===== src/rtl/poly_note_tracker.sv =====
// ============================================================================
// Module : poly_note_tracker
// Tracks held PS/2 set-2 note keys across NUM_VOICES voice slots with a
// last-note-priority mono output. Optional macro POLY_NOTE_TRACKER_STEAL_EN
// makes a full voice pool steal its oldest voice instead of dropping the make.
// Rev    : 1.0
// ============================================================================
`default_nettype none

module poly_note_tracker #(
    parameter int NUM_VOICES = 4,
    parameter int NUM_KEYS   = 8,
    parameter int NOTE_W     = 4
) (
    input  logic                         clk,
    input  logic                         rst,
    input  logic [7:0]                   keycode,
    input  logic                         keycode_valid,
    output logic [NUM_VOICES*NOTE_W-1:0] voice_note,
    output logic [NUM_VOICES-1:0]        voice_active,
    output logic [NOTE_W-1:0]            mono_note,
    output logic                         evt_valid,
    output logic                         evt_on,
    output logic [NOTE_W-1:0]            evt_note,
    output logic [2:0]                   evt_voice,
    output logic                         overflow
);

    localparam int              AGE_W     = 3;
    localparam logic [AGE_W-1:0] c_AGE_MAX = AGE_W'(NUM_VOICES - 1);

    typedef enum logic [1:0] {
        S_IDLE    = 2'd0,
        S_BRK     = 2'd1,
        S_EXT     = 2'd2,
        S_EXT_BRK = 2'd3
    } state_t;

    state_t r_state, w_state_n;

    logic [NOTE_W-1:0]     r_note   [NUM_VOICES];
    logic [AGE_W-1:0]      r_age    [NUM_VOICES];
    logic [NUM_VOICES-1:0] r_active;
    logic [NOTE_W-1:0]     w_note_n [NUM_VOICES];
    logic [AGE_W-1:0]      w_age_n  [NUM_VOICES];
    logic [NUM_VOICES-1:0] w_active_n;

    logic              r_evt_valid, r_evt_on, r_overflow;
    logic [NOTE_W-1:0] r_evt_note;
    logic [2:0]        r_evt_voice;
    logic              w_evt_valid_n, w_evt_on_n, w_overflow_n;
    logic [NOTE_W-1:0] w_evt_note_n;
    logic [2:0]        w_evt_voice_n;

    logic [NOTE_W-1:0] w_key;
    logic              w_make, w_break;
    logic              w_held_hit, w_free_hit, w_do_alloc;
    int                w_held_idx, w_free_idx, w_old_idx, w_slot;
    logic [AGE_W-1:0]  w_held_age, w_old_age;
    logic [NOTE_W-1:0] w_mono;

    // Position in the key map, 1-based; codes beyond NUM_KEYS are not notes.
    function automatic logic [NOTE_W-1:0] f_key_note(input logic [7:0] code);
        int idx;
        case (code)
            8'h16:   idx = 1;
            8'h1E:   idx = 2;
            8'h26:   idx = 3;
            8'h25:   idx = 4;
            8'h2E:   idx = 5;
            8'h36:   idx = 6;
            8'h3D:   idx = 7;
            8'h3E:   idx = 8;
            default: idx = 0;
        endcase
        if (idx > NUM_KEYS) idx = 0;
        return NOTE_W'(idx);
    endfunction

    assign w_key = f_key_note(keycode);

    always_ff @(posedge clk) begin
        if (rst) r_state <= S_IDLE;
        else     r_state <= w_state_n;
    end

    always_comb begin
        w_state_n = r_state;
        w_make    = 1'b0;
        w_break   = 1'b0;
        if (keycode_valid) begin
            case (r_state)
                S_IDLE: begin
                    if (keycode == 8'hF0)      w_state_n = S_BRK;
                    else if (keycode == 8'hE0) w_state_n = S_EXT;
                    else if (w_key != '0)      w_make    = 1'b1;
                end
                S_BRK: begin
                    if (keycode != 8'hF0) begin
                        w_state_n = S_IDLE;
                        w_break   = (w_key != '0);
                    end
                end
                S_EXT:     w_state_n = (keycode == 8'hF0) ? S_EXT_BRK : S_IDLE;
                S_EXT_BRK: w_state_n = S_IDLE;
                default:   w_state_n = S_IDLE;
            endcase
        end
    end

    // Descending scans so the lowest matching index wins.
    always_comb begin
        w_held_hit = 1'b0;
        w_held_idx = 0;
        w_held_age = '0;
        w_free_hit = 1'b0;
        w_free_idx = 0;
        w_old_idx  = NUM_VOICES - 1;
        w_old_age  = '0;
        w_mono     = '0;
        for (int i = NUM_VOICES - 1; i >= 0; i--) begin
            if (r_active[i] && (r_note[i] == w_key)) begin
                w_held_hit = 1'b1;
                w_held_idx = i;
                w_held_age = r_age[i];
            end
            if (!r_active[i]) begin
                w_free_hit = 1'b1;
                w_free_idx = i;
            end
            if (r_age[i] >= w_old_age) begin
                w_old_age = r_age[i];
                w_old_idx = i;
            end
            if (r_active[i] && (r_age[i] == '0)) w_mono = r_note[i];
        end
    end

    always_comb begin
        for (int i = 0; i < NUM_VOICES; i++) begin
            w_note_n[i] = r_note[i];
            w_age_n[i]  = r_age[i];
        end
        w_active_n    = r_active;
        w_evt_valid_n = 1'b0;
        w_evt_on_n    = r_evt_on;
        w_evt_note_n  = r_evt_note;
        w_evt_voice_n = r_evt_voice;
        w_overflow_n  = 1'b0;
        w_do_alloc    = 1'b0;
        w_slot        = 0;

        if (w_make && !w_held_hit) begin
            if (w_free_hit) begin
                w_do_alloc = 1'b1;
                w_slot     = w_free_idx;
            end else begin
`ifdef POLY_NOTE_TRACKER_STEAL_EN
                w_do_alloc = 1'b1;
                w_slot     = w_old_idx;
`else
                w_overflow_n = 1'b1;
`endif
            end
        end

        if (w_do_alloc) begin
            for (int i = 0; i < NUM_VOICES; i++) begin
                if (i == w_slot) begin
                    w_note_n[i]   = w_key;
                    w_age_n[i]    = '0;
                    w_active_n[i] = 1'b1;
                end else if (r_active[i] && (r_age[i] != c_AGE_MAX)) begin
                    w_age_n[i] = r_age[i] + 1'b1;
                end
            end
            w_evt_valid_n = 1'b1;
            w_evt_on_n    = 1'b1;
            w_evt_note_n  = w_key;
            w_evt_voice_n = 3'(w_slot);
        end else if (w_break && w_held_hit) begin
            // Older voices step down so ages remain a dense 0..k-1 ranking.
            for (int i = 0; i < NUM_VOICES; i++) begin
                if (i == w_held_idx) begin
                    w_note_n[i]   = '0;
                    w_age_n[i]    = '0;
                    w_active_n[i] = 1'b0;
                end else if (r_active[i] && (r_age[i] > w_held_age)) begin
                    w_age_n[i] = r_age[i] - 1'b1;
                end
            end
            w_evt_valid_n = 1'b1;
            w_evt_on_n    = 1'b0;
            w_evt_note_n  = w_key;
            w_evt_voice_n = 3'(w_held_idx);
        end
    end

    always_ff @(posedge clk) begin
        if (rst) begin
            for (int i = 0; i < NUM_VOICES; i++) begin
                r_note[i] <= '0;
                r_age[i]  <= '0;
            end
            r_active    <= '0;
            r_evt_valid <= 1'b0;
            r_evt_on    <= 1'b0;
            r_evt_note  <= '0;
            r_evt_voice <= '0;
            r_overflow  <= 1'b0;
        end else begin
            for (int i = 0; i < NUM_VOICES; i++) begin
                r_note[i] <= w_note_n[i];
                r_age[i]  <= w_age_n[i];
            end
            r_active    <= w_active_n;
            r_evt_valid <= w_evt_valid_n;
            r_evt_on    <= w_evt_on_n;
            r_evt_note  <= w_evt_note_n;
            r_evt_voice <= w_evt_voice_n;
            r_overflow  <= w_overflow_n;
        end
    end

    generate
        for (genvar g = 0; g < NUM_VOICES; g++) begin : g_pack
            assign voice_note[g*NOTE_W +: NOTE_W] = r_note[g];
        end
    endgenerate

    assign voice_active = r_active;
    assign mono_note    = w_mono;
    assign evt_valid    = r_evt_valid;
    assign evt_on       = r_evt_on;
    assign evt_note     = r_evt_note;
    assign evt_voice    = r_evt_voice;
    assign overflow     = r_overflow;

endmodule

`default_nettype wire

===== config.mk =====
export PLATFORM = sky130hd
export DESIGN_NAME = poly_note_tracker
export DESIGN_NICKNAME = d
export VERILOG_FILES = /design/src/rtl/poly_note_tracker.sv
export SDC_FILE = /design/constraint.sdc
export NUM_CORES = 1
export LEC_CHECK = 0
export ABC_CLOCK_PERIOD_IN_PS = 7320
export CAP_MARGIN = 20
export CORE_ASPECT_RATIO = 0.75
export CORE_MARGIN = 1
export CORE_UTILIZATION = 39
export DETAILED_ROUTE_END_ITERATION = 7
export GPL_TIMING_DRIVEN = 1
export SYNTH_ARGS = -nofsm -noshare
export SYNTH_HDL_FRONTEND = slang
export SYNTH_SLANG_ARGS = --single-unit

===== constraint.sdc =====
create_clock -name clk -period 7.32 [get_ports clk]
set_clock_uncertainty 0.15 [all_clocks]
set_input_delay 0.732 -clock clk [delete_from_list [all_inputs] [get_ports clk]]
set_output_delay 0.732 -clock clk [all_outputs]
set_load 0.02 [all_outputs]

# Yosys cells after proc, flatten, opt, wreduce, memory -nomap -nowiden

Memory sizes are Yosys's and may differ from the RTL's.
Index checks and enable logic that the tools add are counted.

Input bits: 11
Register bits after elaboration: 16
Memories: 2
ROM bits: 0
RAM bits: 28
Latch bits: 0

Memory list:

| name   | words | bits a word | read ports | clocked after memory_dff | wr ports | RTL line | text |
|---|---|---|---|---|---|---|---|
| r_note | 4     | 4           | 4          | 0                        | 4        | 41       | `logic [NOTE_W-1:0] r_note [NUM_VOICES];` |
| r_age  | 4     | 3           | 4          | 0                        | 4        | 42       | `logic [AGE_W-1:0] r_age [NUM_VOICES];` |

Equal/unequal tests: 34
Reduce and logical (&&, ||, !) cells: 38
Multiplexer cells: 101
Shift-type cells: 0
Magnitude comparators: 5
Divide/modulo/power cells: 0
$add $sub $neg: 8
Multiply operators: 0
Bitwise gates (word level): 9

Operators by type and width:

| operator              | count |
|---|---|
| $mux W32              | 8 |
| $eq A3 B32 Y1 const A | 4 |
| $mux W4               | 21 |
| $mux W3               | 26 |
| $eq A2 B32 Y1 const A | 2 |
| $logic_not A32 Y1     | 2 |
| $eq A8 B6 Y1 const B  | 6 |
| $mux W1               | 34 |
| $gt A32 B5 Y1 const B | 1 |
| $mux W16              | 2 |
| $pmux W4 S8           | 1 |
| $mux W12              | 2 |
| $logic_and A1 B1 Y1   | 18 |
| $eq A4 B4 Y1          | 4 |
| $eq A8 B5 Y1 const B  | 2 |
| $eq A8 B8 Y1 const B  | 2 |
| $reduce_and A3 Y1     | 5 |
| $add A3 B1 Y3 const B | 4 |
| $gt A3 B3 Y1          | 4 |
| $logic_not A3 Y1      | 4 |
| $mux W2               | 6 |
| $ne A3 B2 Y1 const B  | 4 |
| $sub A3 B1 Y3 const B | 4 |
| $reduce_bool A2 Y1    | 5 |
| other kinds (13)      | 24 |

# Logic depth before layout (Yosys ltp)

Gate-level depths: netlist of run 1.

Word-level depth: 17
Gate-level depth with buffers: 18
Mapped depth without buffers: 16

# Least setup slack after synthesis of run 1

No wires, ideal clock.

Kind: input port to flip-flop
Start point: input keycode[7]
End point: memory r_age[0][2]
Arrival time: 4.425 ns
Cell stages on the path: 15
Data required time: 7.100 ns
Slack: 2.675 ns
Path buffers: 1
Cell sequence: nor2_1 nand2_1 or4_1 and4_1 nand2_2 buf_2 nand2_1 o311ai_0 ha_1 o21ai_0 a311o_1 a311oi_1 a2111oi_4 a21o_1 a21oi_1

RTL lines:

| element            | RTL line | text |
|---|---|---|
| start: declaration | 17       | `input logic [7:0] keycode,` |
| end: declaration   | 42       |  |

==> results of run 1 <==
-- cell families (layout without fill, tap and decap cells) --
logic type,count (synthesis),in the layout,share of synthesized area
AOI/OAI and AO/OA,137,137,0.278
xor gates and xnor gates,7,7,0.0196
adders and majority gates,24,24,0.0783
buffers and inverters,49,79,0.0577
DFF,43,43,0.224
muxes,14,14,0.0375
other,1,1,0.000978
and+or+nand+nor,210,210,0.304
-- area by class of cell --
class | instances | area share
multi-input cells | 393 | 0.614
flip-flops and latches | 43 | 0.192
repair buffers | 46 | 0.101
well taps | 128 | 0.0357
clock buffers | 6 | 0.0287
inverters | 26 | 0.0218
clock inverters | 1 | 0.00670
-- worst min-delay path: stages (launching register included) --
cell	delay [ns]
dfxtp_1	0.31
nand2_1	0.05
a21oi_1	0.05
-- synth_stat cells (3+ instances only) --
cell,number,area (um^2)
o211ai_1,4,30.0
o21ai_1,3,15.0
a211oi_2,3,37.5
buf_4,6,45.0
and3b_1,3,26.3
mux2_2,3,33.8
and2_1,6,37.5
inv_1,26,97.6
clkbuf_1,9,33.8
or3_1,8,50.1
xnor2_1,4,35.0
a21o_1,3,22.5
a211oi_1,7,52.6
and4_1,4,35.0
ha_1,24,300
o21ai_0,15,75.1
o21a_1,4,30.0
dfxtp_1,43,861
nand4_1,5,31.3
a31oi_1,8,50.1
a22oi_1,14,105
nor3_1,18,90.1
and3_1,6,37.5
nand4b_1,3,26.3
buf_2,6,30.0
a21oi_1,34,170
nand2_1,51,191
nand3_1,11,55.1
nor4_1,3,18.8
nor3b_1,4,30.0
o31ai_1,3,22.5
nor2_1,54,203
nand3_2,3,30.0
nand2b_1,5,31.3
mux2i_1,11,110
nor2b_1,4,25.0
-- how the worst max path moves through the flow --
stage,from,to,slack [ns],cells after the start
detailed placement,keycode[7],r_age[0][2]$_SDFFE_PP0P_,1.56,15
global placement,keycode[7],r_age[0][2]$_SDFFE_PP0P_,1.69,15
CTS,keycode[7],r_age[0][2]$_SDFFE_PP0P_,1.85,15
global route,keycode[7],r_age[0][0]$_SDFFE_PP0P_,1.41,15
finish,keycode[7],r_age[0][2]$_SDFFE_PP0P_,1.75,15
floorplan,keycode[7],r_age[0][2]$_SDFFE_PP0P_,2.67,15
-- state kept, by name, indices dropped and copies added (netlist names) --
register,cells
voice_active,4
evt_note,4
evt_valid,1
r_age,12
overflow,1
r_note,16
r_state,2
evt_voice,2
evt_on,1
-- power breakdown --
part,switching [uW],leakage [uW],internal [uW]
clock network,91.5,0.0000769,159
registers,1.45,0.000346,235
logic,34.2,0.00114,20.0
total,127,0.00157,414
-- metal layers --
layer	global-route usage	up-vias
met5	0	-
met4	0.0501	0
met3	0.0761	14
met2	0.365	200
met1	0.390	1817
li1	-	1860
-- through the flow --
stage / total power, uW / setup slack (ns) / instances
2_1_floorplan: 280 / 2.67 / 485
3_3_place_gp: 295 / 1.69 / 636
3_5_place_dp: 295 / 1.56 / 636
4_1_cts: 544 / 1.85 / 643
5_1_grt: 560 / 1.41 / 643
6_report: 541 / 1.75 / 643
==> impl_metrics.toml, run 1 <==
[critical_path]
critPathMaxStageDelay_ns = 0.82
ff2ff_path_depth = 12
worstPathCellList = "clkdlybuf4s50_1 > nor2_1 > nand2_1 > or4_1 > and4_1 > nand2_2 > nand2_1 > o311ai_0 > ha_1 > o21ai_0 > a311o_1 > a311oi_1 > a2111oi_4 > a21o_1 > a21oi_1"
worst_ep_arrival_time_ns = 5.64
crit_buf_inv = 1
crit_family = "compound AO/OA/AOI/OAI gates"
cp_common_cell = "nand2_1"
end_kind = "flop"
r2r-start = "r_note[1][0]$_SDFFE_PP0P_"
r2r_end = "r_age[0][2]$_SDFFE_PP0P_"
critical_path.max_fanout = 16
worst_setup_path_start_kind = "primary input"
cp_data_required_time_ns = 7.39
crit_slowest_cell = "o311ai_0"
r2r_slack_ns = 2.83
crit_type = "primary input to flop"

[synth]
synthCells = 485
yosysWarnings = 0
ys_seq_elements = 43
ys_types = 90
async_flop_share = 0
synth_top_flop_cell = "dfxtp_1"
synth_area_um2 = 3840
syn_area_per_cell_um2 = 7.91
yosysSeqAreaShare = 0.224
syn-num-nets = 520
synth_edf_count = 0

[cells_and_area]
drive_gt1_frac = 0.0854
synthToLayoutAreaGrowth_pct = 16.9
multi_input_area_um2 = 2750
final_cell_mix = "nor2_1, nand2_1, dfxtp_1, clkdlybuf4s50_1, a21oi_1"
finalNetCount = 550
final_util = 0.482
fill_cells = 945
final_common_cell = "nor2_1"
seq_area_um2 = 861
stdcell_area_um2 = 4480
diodes = 0

[floorplanning]
die_w_um = 117
die_y_um = 87.9
dieArea_um2 = 10200
ios = 45
start_util = 0.412
std_cell_rows = 30
core_area_um2 = 9310

[global_route]
grt_pass1_wl_um = 20100
grt_max_degree = 44
overflow = 0
grtUsageTotal = 0.261
first_global_vias = 3581
antenna_found_initial = 0

[drt]
drtIter0Drc = 463
drtPass1Iterations = 5
highest_layer = "met4"
wirelength_met1_um = 6060
met2_length_um = 4980
post-route-drc-count = 0
post_drt_wl_per_cell_um = 19.7
num_vias = 3891
dr_wl_met3_um = 1470
drt-total-wl_um = 12700
antenna_left = 0
vias_per_cell = 6.05

[worst_hold_path]
min_to = "evt_note[0]$_SDFFE_PP0P_"
holdCritPathClass = "flop to flop"
min_from = "evt_note[0]$_SDFFE_PP0P_"
whs_path_depth = 2

[clocking]
cts_root_buffer = "clkbuf_16"
clock_latency_ns = 0.29
cts.path.max_buffers = 2
cts_buffers = 5
cts_tree = "yes"
cts_max_level = 2
clk_pin_slew_ns = 0.06
cts_resized = 0
hold_buffers = 0
clock_sink_count = 43
postCtsSetupBuffers = 0

[pwr]
p_per_area_nw_per_um2 = 121
leakage_uw = 0.00157
irDropWorstVdd_mv = 0.0781

[sta]
hold_viol_final = 0
fmax_ghz = 0.179
worst_pin_slew_ns = 0.903
layout_min_cycle_time_ns = 5.57
rsz0062_at_grt = "false"
finalCritPeriodShare = 0.761
fin_tns_setup_ns = 0
setup_violations = 0
finalMaxSlewViolations = 0
slew_headroom = 0.390
timing.hold.ws_ns = 0.308

[place]
place_area_um2 = 4330
place_congestion = 0.972
port_buffers = 43
dpl.hpwl_um = 9880

[run]
drv_cap = 0

[outcome]
status = "finished, final reports clean"
Power figures use the tool's default switching activity.
==> run 2: changes to the inputs <==
ABC_CLOCK_PERIOD_IN_PS = 4800   (was 7320)
clock period = 4.8 ns   (was 7.32 ns; I/O delays follow)
==> run 2 against run 1 <==
Compared with the run above:
- count of clock-buffer cells in the layout unchanged
- wire length is 3.5% higher
- sequential share of layout area decreased by 1.4 points
- hold slack got worse by 0.0072 ns
- non-clock buffer count rose by 41
- combinational power up 80%
- cell count increased by 6.5%
- setup slack worse by 1.5 ns
- largest power group unchanged
==> impl_metrics.toml, run 2 (synthesis gave the netlist of run 1 again) <==
[outcome]
status = "finished, final reports clean"

[clocking]
cts_buffers = 5
clock_sink_count = 43
clk_pin_slew_ns = 0.06
clock_latency_ns = 0.29
cts_root_buffer = "clkbuf_16"
cts.path.max_buffers = 2
cts_tree = "yes"
cts_max_level = 2

[drt]
post_drt_wl_per_cell_um = 19.1
drtPass1Iterations = 5
antenna_left = 0
num_vias = 4088
drt-total-wl_um = 13100
post-route-drc-count = 0
drtIter0Drc = 469
vias_per_cell = 5.97

[global_route]
grt_pass1_wl_um = 20900
antenna_found_initial = 0
overflow = 0
grtUsageTotal = 0.271
grt_max_degree = 44
first_global_vias = 3857

[critical_path]
worst_ep_arrival_time_ns = 4.63
critical_path.max_fanout = 8
end_kind = "flop"
ff2ff_path_depth = 12
worstPathCellList = "clkdlybuf4s50_1 > buf_4 > nor3b_1 > a21oi_1 > buf_4 > o41ai_1 > a211oi_2 > nand2_2 > nand2_1 > o311ai_0 > ha_1 > o21ai_0 > a311o_1 > a311oi_1 > a2111oi_4 > a21o_1 > a21oi_1"
critPathMaxStageDelay_ns = 0.57
worst_setup_path_start_kind = "primary input"
crit_slowest_cell = "o41ai_1"
crit_type = "primary input to flop"
cp_data_required_time_ns = 4.87

[cells_and_area]
multi_input_area_um2 = 2760
finalNetCount = 591
final_cell_mix = "nor2_1, nand2_1, buf_4, dfxtp_1, clkdlybuf4s50_1"
drive_gt1_frac = 0.160
diodes = 0
synthToLayoutAreaGrowth_pct = 25.8
final_common_cell = "nor2_1"
seq_area_um2 = 861
fill_cells = 955
top_register = "r_note"
stdcell_area_um2 = 4820
finalNonFillerCells = 685
top_regs = "r_note (16), r_age (12)"
largest_reg_flops = 16

[floorplanning]
dieArea_um2 = 10200
std_cell_rows = 30
start_util = 0.412
die_w_um = 117
ios = 45
core_area_um2 = 9310
die_y_um = 87.9

[sta]
finalCritPeriodShare = 0.951
hold_viol_final = 0
setup_violations = 0
rsz0062_at_grt = "false"
finalMaxSlewViolations = 0
fmax_ghz = 0.219
fin_tns_setup_ns = 0
slew_headroom = 0.440
layout_min_cycle_time_ns = 4.57
worst_pin_slew_ns = 0.832

[worst_hold_path]
holdCritPathClass = "flop to flop"
whs_path_depth = 2

[place]
place_area_um2 = 4630
port_buffers = 43
place_inst = 676
place_congestion = 0.997
dpl.hpwl_um = 10400

[pwr]
leakage_uw = 0.00180
irDropWorstVdd_mv = 0.114
power_uw = 861
p_per_area_nw_per_um2 = 178

[run]
drv_cap = 0
## run 2: layer usage
| metal | part of all wire | track usage |
|---|---|---|
| met3 | 0.10 | 0.0651 |
| met4 | 0.0099 | 0.0455 |
| met5 | 0 | 0 |
| met2 | 0.40 | 0.383 |
| met1 | 0.49 | 0.412 |
## run 2: worst paths after layout
path | startpoint | endpoint | slack (ns)
min | evt_note[3]$_SDFFE_PP0P_ | evt_note[3]$_SDFFE_PP0P_ | 0.30
max | keycode[5] | r_age[0][2]$_SDFFE_PP0P_ | 0.23
min reg2reg | evt_note[3]$_SDFFE_PP0P_ | evt_note[3]$_SDFFE_PP0P_ | 0.30
max reg2reg | r_note[2][0]$_SDFFE_PP0P_ | r_age[0][2]$_SDFFE_PP0P_ | 0.98
## run 2: cell type report
class,instances,area share
multi-input cells,393,0.573
clock buffers,6,0.0288
flip-flops and latches,43,0.178
inverters,26,0.0202
repair buffers,87,0.159
clock inverters,2,0.00726
well taps,128,0.0332
## run 2: through the flow
step | hold WS [ns] | util | setup WS (ns)
floorplan | 0.304 | - | 0.407
global placement | 0.290 | 0.497 | -0.151
detailed placement | 0.295 | 0.497 | -0.160
CTS | 0.304 | 0.516 | 0.119
global route | 0.324 | 0.518 | 0.0389
finish | 0.301 | 0.518 | 0.233
## run 2: power breakdown
part / switching [uW] / total (uW) / internal, uW
Clock: 144 / 403 / 259
Sequential: 2.18 / 361 / 358
Combinational: 56.8 / 97.7 / 40.9
Total: 203 / 861 / 658
## run 2: repair_timing
| item | CTS | global route |
|---|---|---|
| resized for setup | 0 | 6 |
| endpoints found under the setup margin | 0 | 9 |
| setup buffers | 0 | 1 |
| hold buffers | 0 | 0 |
## run 2: worst max-delay path, delay by kind of cell
family                     cells  cell delay (ns)
AOI/OAI and AO/OA             10             2.58
buffers and inverters          3             0.87
and+or+nand+nor                3             0.44
adders and majority gates      1             0.26
